**config.mk**
```make
export PLATFORM = sky130hd
export DESIGN_NAME = vga_sync_decoder_flat
export DESIGN_NICKNAME = d
export VERILOG_FILES = /design/src/rtl/vga_sync_decoder_if.sv /design/src/rtl/vga_sync_decoder.sv /design/src/flat_wrapper.sv
export SDC_FILE = /design/constraint.sdc
export NUM_CORES = 1
export LEC_CHECK = 0
export ABC_AREA = 1
export CAP_MARGIN = 10
export CORE_ASPECT_RATIO = 1.25
export CORE_UTILIZATION = 35
export CTS_CLUSTER_DIAMETER = 30
export DETAILED_ROUTE_END_ITERATION = 10
export SLEW_MARGIN = 10
export SYNTH_ARGS = -nofsm -noshare
export SYNTH_HDL_FRONTEND = slang
export SYNTH_SLANG_ARGS = --single-unit
```
**constraint.sdc**
```tcl
create_clock -name iCLK -period 6.85 [get_ports iCLK]
set_input_delay 0.685 -clock iCLK [delete_from_list [all_inputs] [get_ports iCLK]]
set_output_delay 0.685 -clock iCLK [all_outputs]
set_load 0.01 [all_outputs]
```
**src/rtl/vga_sync_decoder_if.sv**
```systemverilog
// VGA receive link bundle: sync/RGB pins toward the decoder and the decoded
// pixel stream plus timing status back out. The source/sink side (loopback,
// external source model, capture RAM) uses master; the decoder uses slave.
interface vga_sync_decoder_if;
    logic        iVGA_H_SYNC;
    logic        iVGA_V_SYNC;
    logic [3:0]  iVGA_R;
    logic [3:0]  iVGA_G;
    logic [3:0]  iVGA_B;
    logic [9:0]  oCoord_X;
    logic [9:0]  oCoord_Y;
    logic [19:0] oAddress;
    logic [11:0] oData;
    logic        oPixel_Valid;
    logic        oFrame_Start;
    logic [9:0]  oLine_Len;
    logic [9:0]  oFrame_Lines;
    logic        oLocked;

    modport master (
        output iVGA_H_SYNC, iVGA_V_SYNC, iVGA_R, iVGA_G, iVGA_B,
        input  oCoord_X, oCoord_Y, oAddress, oData, oPixel_Valid,
        input  oFrame_Start, oLine_Len, oFrame_Lines, oLocked
    );

    modport slave (
        input  iVGA_H_SYNC, iVGA_V_SYNC, iVGA_R, iVGA_G, iVGA_B,
        output oCoord_X, oCoord_Y, oAddress, oData, oPixel_Valid,
        output oFrame_Start, oLine_Len, oFrame_Lines, oLocked
    );
endinterface

```
**src/rtl/vga_sync_decoder.sv**
```systemverilog
// VGA receive-side timing recovery. Measures the hsync period and lines per
// frame, locks once consecutive frames agree, then streams active pixels with
// coordinates and a linear frame-buffer address two cycles after the pins.
module vga_sync_decoder #(
    parameter int H_BACK      = 144,
    parameter int H_ACT       = 640,
    parameter int V_BACK      = 35,
    parameter int V_ACT       = 480,
    parameter int LOCK_FRAMES = 2
) (
    input  logic            iCLK,
    input  logic            iRST_N,
    vga_sync_decoder_if.slave vga
);

    typedef enum logic [1:0] {
        ST_SEARCH = 2'd0,
        ST_TRACK  = 2'd1,
        ST_LOCKED = 2'd2
    } state_t;

    localparam logic [9:0]  C_MAX    = 10'd1023;
    localparam logic [9:0]  C_H_LO   = 10'(H_BACK);
    localparam logic [9:0]  C_H_HI   = 10'(H_BACK + H_ACT);
    localparam logic [9:0]  C_V_LO   = 10'(V_BACK);
    localparam logic [9:0]  C_V_HI   = 10'(V_BACK + V_ACT);
    localparam logic [19:0] C_H_ACT  = 20'(H_ACT);
    localparam logic [2:0]  C_LOCK   = 3'(LOCK_FRAMES);

    // Counters saturate instead of wrapping so a dead sync never aliases
    // back into the active window.
    function automatic logic [9:0] sat_inc(input logic [9:0] v);
        if (v == C_MAX) begin
            sat_inc = v;
        end else begin
            sat_inc = v + 10'd1;
        end
    endfunction

    // input stage
    logic        r_hs, r_hs_d, r_vs, r_vs_d;
    logic [11:0] r_rgb;
    // timing state
    logic [9:0]  r_hcnt, r_vcnt;
    logic        r_v_pend;
    logic [9:0]  r_line_len, r_frame_lines;
    state_t      r_state;
    logic [2:0]  r_match;
    logic        r_first, r_line_bad;
    // output registers
    logic        r_locked, r_valid, r_fstart;
    logic [9:0]  r_x, r_y;
    logic [19:0] r_addr;
    logic [11:0] r_data;

    logic        w_h_edge, w_v_edge;
    logic [9:0]  w_hcnt, w_vcnt;
    logic [9:0]  w_line_len, w_frame_lines;
    logic        w_timeout, w_line_mis, w_frame_mis;
    state_t      w_state_nx;
    logic [2:0]  w_match_nx, w_match_inc;
    logic        w_first_nx, w_line_bad_nx;
    logic        w_active, w_keep, w_pix_valid;
    logic [9:0]  w_x, w_y;
    logic [19:0] w_addr;

    assign w_h_edge      = r_hs_d & ~r_hs;
    assign w_v_edge      = r_vs_d & ~r_vs;
    assign w_line_len    = sat_inc(r_hcnt);
    assign w_frame_lines = sat_inc(r_vcnt);
    assign w_timeout     = (w_hcnt == C_MAX);
    assign w_line_mis    = w_h_edge & (w_line_len != r_line_len);
    assign w_frame_mis   = w_v_edge & (w_frame_lines != r_frame_lines);

    // Register the pins once; keep the previous sync levels for edge detect.
    always_ff @(posedge iCLK or negedge iRST_N) begin
        if (!iRST_N) begin
            r_hs   <= 1'b0;
            r_hs_d <= 1'b0;
            r_vs   <= 1'b0;
            r_vs_d <= 1'b0;
            r_rgb  <= 12'd0;
        end else begin
            r_hs   <= vga.iVGA_H_SYNC;
            r_hs_d <= r_hs;
            r_vs   <= vga.iVGA_V_SYNC;
            r_vs_d <= r_vs;
            r_rgb  <= {vga.iVGA_R, vga.iVGA_G, vga.iVGA_B};
        end
    end

    // Position of the registered pixel: hcnt restarts on the H edge itself,
    // vcnt restarts on the first H edge at or after a V edge.
    always_comb begin
        w_hcnt = r_hcnt;
        w_vcnt = r_vcnt;
        if (w_h_edge) begin
            w_hcnt = 10'd0;
            if (w_v_edge || r_v_pend) begin
                w_vcnt = 10'd0;
            end else begin
                w_vcnt = sat_inc(r_vcnt);
            end
        end else begin
            w_hcnt = sat_inc(r_hcnt);
            w_vcnt = r_vcnt;
        end
    end

    // Line/frame counters plus the pending-V flag bridging a V edge that
    // arrives between H edges.
    always_ff @(posedge iCLK or negedge iRST_N) begin
        if (!iRST_N) begin
            r_hcnt   <= 10'd0;
            r_vcnt   <= 10'd0;
            r_v_pend <= 1'b0;
        end else begin
            r_hcnt <= w_hcnt;
            r_vcnt <= w_vcnt;
            if (w_h_edge) begin
                r_v_pend <= 1'b0;
            end else if (w_v_edge) begin
                r_v_pend <= 1'b1;
            end
        end
    end

    // Period measurements, refreshed at every edge regardless of lock.
    always_ff @(posedge iCLK or negedge iRST_N) begin
        if (!iRST_N) begin
            r_line_len    <= 10'd0;
            r_frame_lines <= 10'd0;
        end else begin
            if (w_h_edge) begin
                r_line_len <= w_line_len;
            end
            if (w_v_edge) begin
                r_frame_lines <= w_frame_lines;
            end
        end
    end

    // Lock FSM next state. The first frame after entering TRACK has no
    // predecessor to compare against, so it only needs consistent lines.
    always_comb begin
        w_state_nx    = r_state;
        w_match_nx    = r_match;
        w_first_nx    = r_first;
        w_line_bad_nx = r_line_bad;
        w_match_inc   = r_match + 3'd1;
        case (r_state)
            ST_SEARCH: begin
                if (w_v_edge) begin
                    w_state_nx    = ST_TRACK;
                    w_match_nx    = 3'd0;
                    w_first_nx    = 1'b1;
                    w_line_bad_nx = 1'b0;
                end else begin
                    w_state_nx = ST_SEARCH;
                end
            end
            ST_TRACK: begin
                if (w_v_edge) begin
                    w_first_nx    = 1'b0;
                    w_line_bad_nx = 1'b0;
                    if (!(r_line_bad || w_line_mis) && (r_first || !w_frame_mis)) begin
                        w_match_nx = w_match_inc;
                        if (w_match_inc == C_LOCK) begin
                            w_state_nx = ST_LOCKED;
                        end else begin
                            w_state_nx = ST_TRACK;
                        end
                    end else begin
                        w_match_nx = 3'd0;
                        w_state_nx = ST_TRACK;
                    end
                end else if (w_line_mis) begin
                    w_line_bad_nx = 1'b1;
                end else begin
                    w_line_bad_nx = r_line_bad;
                end
            end
            ST_LOCKED: begin
                if (w_line_mis || w_frame_mis || w_timeout) begin
                    w_state_nx = ST_SEARCH;
                    w_match_nx = 3'd0;
                end else begin
                    w_state_nx = ST_LOCKED;
                end
            end
            default: begin
                w_state_nx    = ST_SEARCH;
                w_match_nx    = 3'd0;
                w_first_nx    = 1'b0;
                w_line_bad_nx = 1'b0;
            end
        endcase
    end

    // Lock FSM state register.
    always_ff @(posedge iCLK or negedge iRST_N) begin
        if (!iRST_N) begin
            r_state    <= ST_SEARCH;
            r_match    <= 3'd0;
            r_first    <= 1'b0;
            r_line_bad <= 1'b0;
        end else begin
            r_state    <= w_state_nx;
            r_match    <= w_match_nx;
            r_first    <= w_first_nx;
            r_line_bad <= w_line_bad_nx;
        end
    end

    // A pixel is emitted only if lock holds both now and after this cycle,
    // so the cycle that breaks lock already suppresses its strobe.
    assign w_keep      = (r_state == ST_LOCKED) && (w_state_nx == ST_LOCKED);
    assign w_active    = (w_hcnt >= C_H_LO) && (w_hcnt < C_H_HI) &&
                         (w_vcnt >= C_V_LO) && (w_vcnt < C_V_HI);
    assign w_pix_valid = w_active & w_keep;
    assign w_x         = w_hcnt - C_H_LO;
    assign w_y         = w_vcnt - C_V_LO;
    assign w_addr      = ({10'd0, w_y} * C_H_ACT) + {10'd0, w_x};

    // Output register: strobes every cycle, pixel fields hold between pixels.
    always_ff @(posedge iCLK or negedge iRST_N) begin
        if (!iRST_N) begin
            r_locked <= 1'b0;
            r_valid  <= 1'b0;
            r_fstart <= 1'b0;
            r_x      <= 10'd0;
            r_y      <= 10'd0;
            r_addr   <= 20'd0;
            r_data   <= 12'd0;
        end else begin
            r_locked <= (w_state_nx == ST_LOCKED);
            r_valid  <= w_pix_valid;
            r_fstart <= w_v_edge & w_keep;
            if (w_pix_valid) begin
                r_x    <= w_x;
                r_y    <= w_y;
                r_addr <= w_addr;
                r_data <= r_rgb;
            end
        end
    end

    assign vga.oCoord_X     = r_x;
    assign vga.oCoord_Y     = r_y;
    assign vga.oAddress     = r_addr;
    assign vga.oData        = r_data;
    assign vga.oPixel_Valid = r_valid;
    assign vga.oFrame_Start = r_fstart;
    assign vga.oLine_Len    = r_line_len;
    assign vga.oFrame_Lines = r_frame_lines;
    assign vga.oLocked      = r_locked;

endmodule

```
**src/flat_wrapper.sv**
```systemverilog
// flat-port wrapper written by rule: the top's interface ports become plain ports
module vga_sync_decoder_flat 
#(
    parameter int H_BACK      = 144,
    parameter int H_ACT       = 640,
    parameter int V_BACK      = 35,
    parameter int V_ACT       = 480,
    parameter int LOCK_FRAMES = 2
)
  (iCLK, iRST_N, vga_iVGA_H_SYNC, vga_iVGA_V_SYNC, vga_iVGA_R, vga_iVGA_G, vga_iVGA_B, vga_oCoord_X, vga_oCoord_Y, vga_oAddress, vga_oData, vga_oPixel_Valid, vga_oFrame_Start, vga_oLine_Len, vga_oFrame_Lines, vga_oLocked);
  vga_sync_decoder_if vga_i ();
  input  logic iCLK;
  input  logic iRST_N;
  input wire logic [$bits(vga_i.iVGA_H_SYNC)-1:0] vga_iVGA_H_SYNC;
  input wire logic [$bits(vga_i.iVGA_V_SYNC)-1:0] vga_iVGA_V_SYNC;
  input wire logic [$bits(vga_i.iVGA_R)-1:0] vga_iVGA_R;
  input wire logic [$bits(vga_i.iVGA_G)-1:0] vga_iVGA_G;
  input wire logic [$bits(vga_i.iVGA_B)-1:0] vga_iVGA_B;
  output wire logic [$bits(vga_i.oCoord_X)-1:0] vga_oCoord_X;
  output wire logic [$bits(vga_i.oCoord_Y)-1:0] vga_oCoord_Y;
  output wire logic [$bits(vga_i.oAddress)-1:0] vga_oAddress;
  output wire logic [$bits(vga_i.oData)-1:0] vga_oData;
  output wire logic [$bits(vga_i.oPixel_Valid)-1:0] vga_oPixel_Valid;
  output wire logic [$bits(vga_i.oFrame_Start)-1:0] vga_oFrame_Start;
  output wire logic [$bits(vga_i.oLine_Len)-1:0] vga_oLine_Len;
  output wire logic [$bits(vga_i.oFrame_Lines)-1:0] vga_oFrame_Lines;
  output wire logic [$bits(vga_i.oLocked)-1:0] vga_oLocked;
  assign vga_i.iVGA_H_SYNC = vga_iVGA_H_SYNC;
  assign vga_i.iVGA_V_SYNC = vga_iVGA_V_SYNC;
  assign vga_i.iVGA_R = vga_iVGA_R;
  assign vga_i.iVGA_G = vga_iVGA_G;
  assign vga_i.iVGA_B = vga_iVGA_B;
  assign vga_oCoord_X = vga_i.oCoord_X;
  assign vga_oCoord_Y = vga_i.oCoord_Y;
  assign vga_oAddress = vga_i.oAddress;
  assign vga_oData = vga_i.oData;
  assign vga_oPixel_Valid = vga_i.oPixel_Valid;
  assign vga_oFrame_Start = vga_i.oFrame_Start;
  assign vga_oLine_Len = vga_i.oLine_Len;
  assign vga_oFrame_Lines = vga_i.oFrame_Lines;
  assign vga_oLocked = vga_i.oLocked;
  vga_sync_decoder #(.H_BACK(H_BACK), .H_ACT(H_ACT), .V_BACK(V_BACK), .V_ACT(V_ACT), .LOCK_FRAMES(LOCK_FRAMES)) u_core (.iCLK(iCLK), .iRST_N(iRST_N), .vga(vga_i));
endmodule
```
==> impl_metrics.yaml, run 1 <==
status:
  status: "complete, no violations"
sta:
  hold_viol_final: 0
  period_needed_ns: 5.11
  rsz0062_at_grt: "false"
  period_share_pct: 74.5
  max_slew_margin_pct: 27.1
  skew_ns: 0.00858
  tightest_slew_ns: 1.09
  finalSetupTns_ns: 0
  fin_ws_ns: 1.74
  fmax_mhz: 196
  slew_viol_final: 0
  finalSetupViolCount: 0
layout:
  fill_cells: 1723
  drive_gt1_share_pct: 6.16
  syn_to_final_growth_pct: 21.6
  antenna_cells: 0
  fin_nets: 864
place:
  port-buffer-count: 90
  hpwl_mm: 10.0
  routabilityCongestion: 0.870
  pre_cts_ws_ns: 1.72
pwr:
  p_leak_nw: 3.72
  switching_share_pct: 30.9
  power.internal_mw: 1.18
  pwr_density_cell_mw_per_mm2: 232
  power_frac_seq_pct: 44.2
  pwr-share-comb_pct: 24.8
  irDropWorstVdd_mv: 0.136
  switchingPower_uw: 525
  clock_power_share_pct: 31.0
worst_setup_path:
  endpoint_kind: "flop"
  max_stage_delay_ns: 0.68
  worstSetupPathType: "reg -> reg"
  cp.arrival_ns: 5.35
  worst_path_max_delay_cell: "nor2_1"
  crit_fanout: 24
  cpMostUsedCell: "nand2_1"
  cp.required_ns: 7.09
  crit_path_start_kind: "flop"
detailed_routing:
  antenna_left: 0
  wirelength_mm: 13.3
  vias_per_cell: 4.58
  drc: 0
  drtPass1Iterations: 4
  wl_per_cell_um: 12.7
  routed-via-count: 4802
  drt_iter0_markers: 178
global_routing:
  grt_max_degree: 69
  overflow: 0
  grt_pass1_vias: 4821
  antenna_found_initial: 0
  grt_usage_pct: 16.0
  grt_pass1_wl_mm: 22.6
floorplan:
  die_width_um: 119
  start_util_pct: 35.8
  die_h_um: 149
  num_io_pins: 91
  core_sq_mm: 0.0168
  placement_rows: 53
  die_area_sq_mm: 0.0178
yosys:
  synth_cell_types: 43
  syn_nets: 786
  syn-instance-count: 746
  avgSynthCellArea_sq_um: 8.09
  ys_ff_latch: 112
  synthesis.area_sq_mm: 0.00603
  ys_warn_count: 0
  synth-seq-area-share_pct: 46.5
run:
  cap_violations: 0
clocking:
  cts_htree_levels: 3
  clockRootBuffer: "clkbuf_16"
  post_cts_buffers: 0
  cts.clk_slew.worst_paths_ns: 0.07
  cts_tree: "yes"
  cts_inserted_buffers: 9
  cts-resized-gates: 0
  clock_sinks: 112
  cts_hold_buffers: 0
  clkLatencyLatePin_ns: 0.36
  clk_path_buf_depth: 2
min_path:
  min_path_type: "in -> async"
flip-flops by register name, summed over array words and instances (netlist names), 2 cells and up:
name / flops
u_core.r_state: 2
u_core.r_vcnt: 10
u_core.r_hcnt: 10
u_core.vga.oFrame_Lines: 10
u_core.r_match: 3
u_core.vga.oCoord_X: 3
u_core.vga.oLine_Len: 10
u_core.r_rgb: 12
u_core.vga.oCoord_Y: 10
u_core.vga.oData: 12
u_core.vga.oAddress: 20
power by group through the flow:
stage	registers, mW	clock network (mW)	logic, mW
global route	0.759	0.566	0.488
global placement	0.764	0	0.421
detailed placement	0.765	0	0.426
finish	0.751	0.527	0.423
CTS	0.752	0.547	0.429
floorplan	0.764	0	0.294
layer usage:
metal	part of all wire, %	global-route usage [%]
met5	0	0
met4	2.0	5.81
met3	3.3	3.33
met2	48	27.4
met1	47	20.0
worst paths after layout:
path / slack [ns] / depth (start not counted) / to / startpoint
max: 1.74 / 28 / u_core.vga.oAddress[19]$_DFFE_PN0P_ / u_core.r_hs$_DFF_PN0_
min: 0.32 / 1 / u_core.vga.oLine_Len[5]$_DFFE_PN0P_ / iRST_N
max reg2reg: 1.74 / 28 / u_core.vga.oAddress[19]$_DFFE_PN0P_ / u_core.r_hs$_DFF_PN0_
min reg2reg: 0.39 / 0 / u_core.r_vs_d$_DFF_PN0_ / u_core.r_vs$_DFF_PN0_
max in group asynchronous: 5.28 / 2 / u_core.vga.oAddress[17]$_DFFE_PN0P_ / iRST_N
min in group iCLK: 0.39 / 0 / u_core.r_vs_d$_DFF_PN0_ / u_core.r_vs$_DFF_PN0_
stage by stage:
| stage | cells | hold slack (ns) | power [mW] | util, % | cell area, sq um |
|---|---|---|---|---|---|
| after global routing | 1048 | 0.366 | 1.81 | 43.6 | 7340 |
| after global placement | 1033 | 0.359 | 1.19 | 41.8 | 7040 |
| after floorplan | 746 | 0.347 | 1.06 | - | 6030 |
| final | 1048 | 0.322 | 1.70 | 43.6 | 7340 |
| after CTS | 1048 | 0.338 | 1.73 | 43.6 | 7340 |
| after detailed placement | 1033 | 0.375 | 1.19 | 41.8 | 7040 |
cell families (layout without fill, tap and decap cells):
kind of cell / after synthesis / count (layout) / share of synthesized area (%)
xor gates and xnor gates: 38 / 38 / 5.64
buffers and inverters: 104 / 186 / 7.92
adders and majority gates: 24 / 24 / 5.23
DFF: 112 / 112 / 46.5
AOI/OAI and AO/OA: 69 / 69 / 6.74
and+or+nand+nor: 399 / 399 / 28.0
worst max-delay path, delay by kind of cell, from the launching register on:
| kind | cells | cell delay [ns] |
|---|---|---|
| AND/OR/NAND/NOR | 16 | 2.32 |
| XOR/XNOR | 2 | 0.58 |
| adder cells (fa/ha/maj) | 2 | 0.44 |
| buffers and inverters | 6 | 0.90 |
| flip-flops | 1 | 0.38 |
| AO/OA/AOI/OAI | 2 | 0.34 |
placed cells by master (no fill, tap or decap), drive strengths merged, types with 7 or more instances in the layout:
master / instances
nand2: 269
dfrtp: 112
clkdlybuf4s50: 89
inv: 79
nor2: 61
nand3: 40
o21ai: 30
ha: 22
xor2: 21
a21oi: 21
xnor2: 17
a31oi: 11
clkbuf: 9
nor3: 9
nand4: 8
or2: 7
final cells by class:
type,count,area (sq um),area share [%]
Clock buffer,9,225,3.07
Timing Repair Buffer,92,913,12.5
Sequential cell,112,2800,38.2
Clock inverter,6,70.1,0.955
Multi-Input combinational cell,530,2750,37.5
Tap cell,220,275,3.75
Inverter,79,297,4.04
synth_stat cells (all sizes together):
cell      n  area share [%]
clkinv    1           0.062
xnor2    17             2.6
clkbuf    5            0.31
xor2     21             3.0
nor2     61             4.3
o41ai     1            0.15
nand3b    2            0.25
nand3    40             3.6
nor3      9            0.83
a22oi     1            0.21
or2       7            0.73
a21oi    21             1.9
o211ai    2            0.25
dfrtp   112              46
nand2   269              17
a21o      1            0.12
nor4      2            0.21
and2      1            0.10
inv      78             4.9
fa        2            0.66
o21ai    30             2.7
nand4     8             1.2
a31oi    11             1.1
o21bai    1            0.12
buf      20             2.7
a22o      1            0.15
ha       22             4.6
Power figures use the tool's default switching activity.
==> run 2, diff against run 1 <==
clock period = 4.4 ns   (was 6.85 ns; I/O delays follow)
==> impl_metrics.yaml, run 2 (synthesis gave the netlist of run 1 again) <==
worst_setup_path:
  worst_path_max_delay_cell: "dfrtp_1"
  cp.arrival_ns: 4.37
  r2r_slack_ns: 0.27
  r2r-end: "u_core.vga.oAddress[19]$_DFFE_PN0P_"
  critPathTopFamily: "simple AND/OR/NAND/NOR gates"
  critPathLaunch: "u_core.r_vcnt[1]$_DFF_PN0_"
  endpoint_kind: "flop"
  cp.required_ns: 4.64
  worstSetupPathType: "reg -> reg"
  crit_path_start_kind: "flop"
  regToRegStartpoint: "u_core.r_vcnt[1]$_DFF_PN0_"
  crit_end: "u_core.vga.oAddress[19]$_DFFE_PN0P_"
  crit_fanout: 6
  crit_cells: 27
  max_stage_delay_ns: 0.40
  rr_worst_depth: 27
  critPathBufInv: 3
detailed_routing:
  vias_per_cell: 4.59
  drc: 0
  wl_per_cell_um: 13.2
  antenna_left: 0
  drt_iter0_markers: 217
  wirelength_mm: 14.1
  drtPass1Iterations: 4
  routed-via-count: 4930
sta:
  slew_viol_final: 0
  whs_ns: 0.262
  finalSetupTns_ns: 0
  hold_viol_final: 0
  period_needed_ns: 4.13
  finalSetupViolCount: 0
  max_slew_margin_pct: 31.9
  fmax_mhz: 242
  tightest_slew_ns: 1.02
  skew_ns: 0.00846
  fin_ws_ns: 0.270
  period_share_pct: 93.9
pwr:
  p_leak_nw: 3.90
  p_total_mw: 2.83
  switching_share_pct: 32.0
  switchingPower_uw: 905
  clock_power_share_pct: 30.0
  power.internal_mw: 1.93
  power_frac_seq_pct: 41.3
  irDropWorstVdd_mv: 0.231
  pwr_density_cell_mw_per_mm2: 366
  pwr-share-comb_pct: 28.8
global_routing:
  grt_pass1_vias: 4861
  antenna_found_initial: 0
  overflow: 0
  grt_usage_pct: 16.8
  grt_max_degree: 82
  grt_pass1_wl_mm: 23.6
place:
  port-buffer-count: 90
  pre_cts_ws_ns: 0.00382
  placed_area_sq_mm: 0.00715
  routabilityCongestion: 0.900
  hpwl_mm: 10.2
  dp_cells: 1048
layout:
  antenna_cells: 0
  post-route-util_pct: 45.9
  drive_gt1_share_pct: 12.9
  final_cell_mix: "nand2_1 (257), dfrtp_1 (112), clkdlybuf4s50_1 (89)"
  syn_to_final_growth_pct: 28.2
  finalNonFillerCells: 1074
  fin_nets: 889
  final_common_cell: "nand2_1"
  fin_area_sq_mm: 0.00774
  largest_register_ffs: 20
floorplan:
  num_io_pins: 91
  die_area_sq_mm: 0.0178
  placement_rows: 53
  core_sq_mm: 0.0168
  start_util_pct: 35.8
  die_h_um: 149
  die_width_um: 119
min_path:
  min_path_type: "in -> async"
clocking:
  cts.clk_slew.worst_paths_ns: 0.07
  clockRootBuffer: "clkbuf_16"
  clock_sinks: 112
  clk_path_buf_depth: 2
  clkLatencyLatePin_ns: 0.36
  cts_inserted_buffers: 9
  cts_htree_levels: 3
  cts_tree: "yes"
status:
  status: "complete, no violations"
run:
  cap_violations: 0
==> run 2: cell type report <==
cell class / count / area, sq um
fillers: 1693 / 9110
inverters: 79 / 297
clock inverters: 6 / 76.3
flip-flops and latches: 112 / 2800
clock buffers: 10 / 229
repair buffers: 117 / 1100
multi-input cells: 530 / 2960
well taps: 220 / 275
==> run 2: power by group through the flow <==
stage	Clock [mW]	Combinational, mW	Sequential [mW]
2_1_floorplan	0	0.458	1.19
3_3_place_gp	0	0.676	1.19
3_5_place_dp	0	0.683	1.19
4_1_cts	0.881	0.688	1.17
5_1_grt	0.917	0.916	1.18
6_report	0.849	0.815	1.17
==> run 2: worst min-delay path by stage <==
stage / startpoint / endpoint
2_1_floorplan: iRST_N / u_core.r_first$_DFFE_PN0P_
3_3_place_gp: u_core.r_hs$_DFF_PN0_ / u_core.r_hs_d$_DFF_PN0_
3_5_place_dp: u_core.r_vs$_DFF_PN0_ / u_core.r_vs_d$_DFF_PN0_
4_1_cts: iRST_N / u_core.vga.oLine_Len[5]$_DFFE_PN0P_
5_1_grt: iRST_N / u_core.vga.oLine_Len[4]$_DFFE_PN0P_
6_report: iRST_N / u_core.vga.oLine_Len[5]$_DFFE_PN0P_
==> run 2: what timing repair did <==
action / in CTS / in global routing
pin swaps: 0 / 24
hold buffers: 0 / 0
buffers inserted: 0 / 10
setup endpoints to repair: 2 / 5
resized for setup: 3 / 45
==> run 2: worst reg2reg max path, stage by stage, from the launching register on <==
cell and delay (ns):
dfrtp_1 0.40, ha_4 0.19, nand2_4 0.07, nor2_4 0.19
nand4_1 0.16, nand3_1 0.12, nand2_1 0.12, ha_1 0.20
inv_1 0.08, nand2_1 0.09, nor2_1 0.14, nand2_2 0.10
nand2_2 0.14, ha_4 0.23, ha_1 0.21, a21oi_2 0.13
inv_1 0.07, a31oi_4 0.16, or2_4 0.16, nand2_2 0.06
a21oi_4 0.20, xnor2_2 0.16, buf_4 0.14, nand3b_1 0.12
nor2_2 0.15, nand3_1 0.08, nand3_1 0.09, nand2_1 0.06
==> run 2: routing by layer <==
| metal | routed length, um | share of wire (%) | up-vias | global-route usage [%] |
|---|---|---|---|---|
| li1 | - | - | 2542 | - |
| met1 | 6510 | 46 | 2288 | 21.3 |
| met2 | 6890 | 49 | 78 | 28.1 |
| met3 | 441 | 3.1 | 22 | 3.40 |
| met4 | 289 | 2.0 | 0 | 6.13 |
| met5 | 0 | 0 | - | 0 |
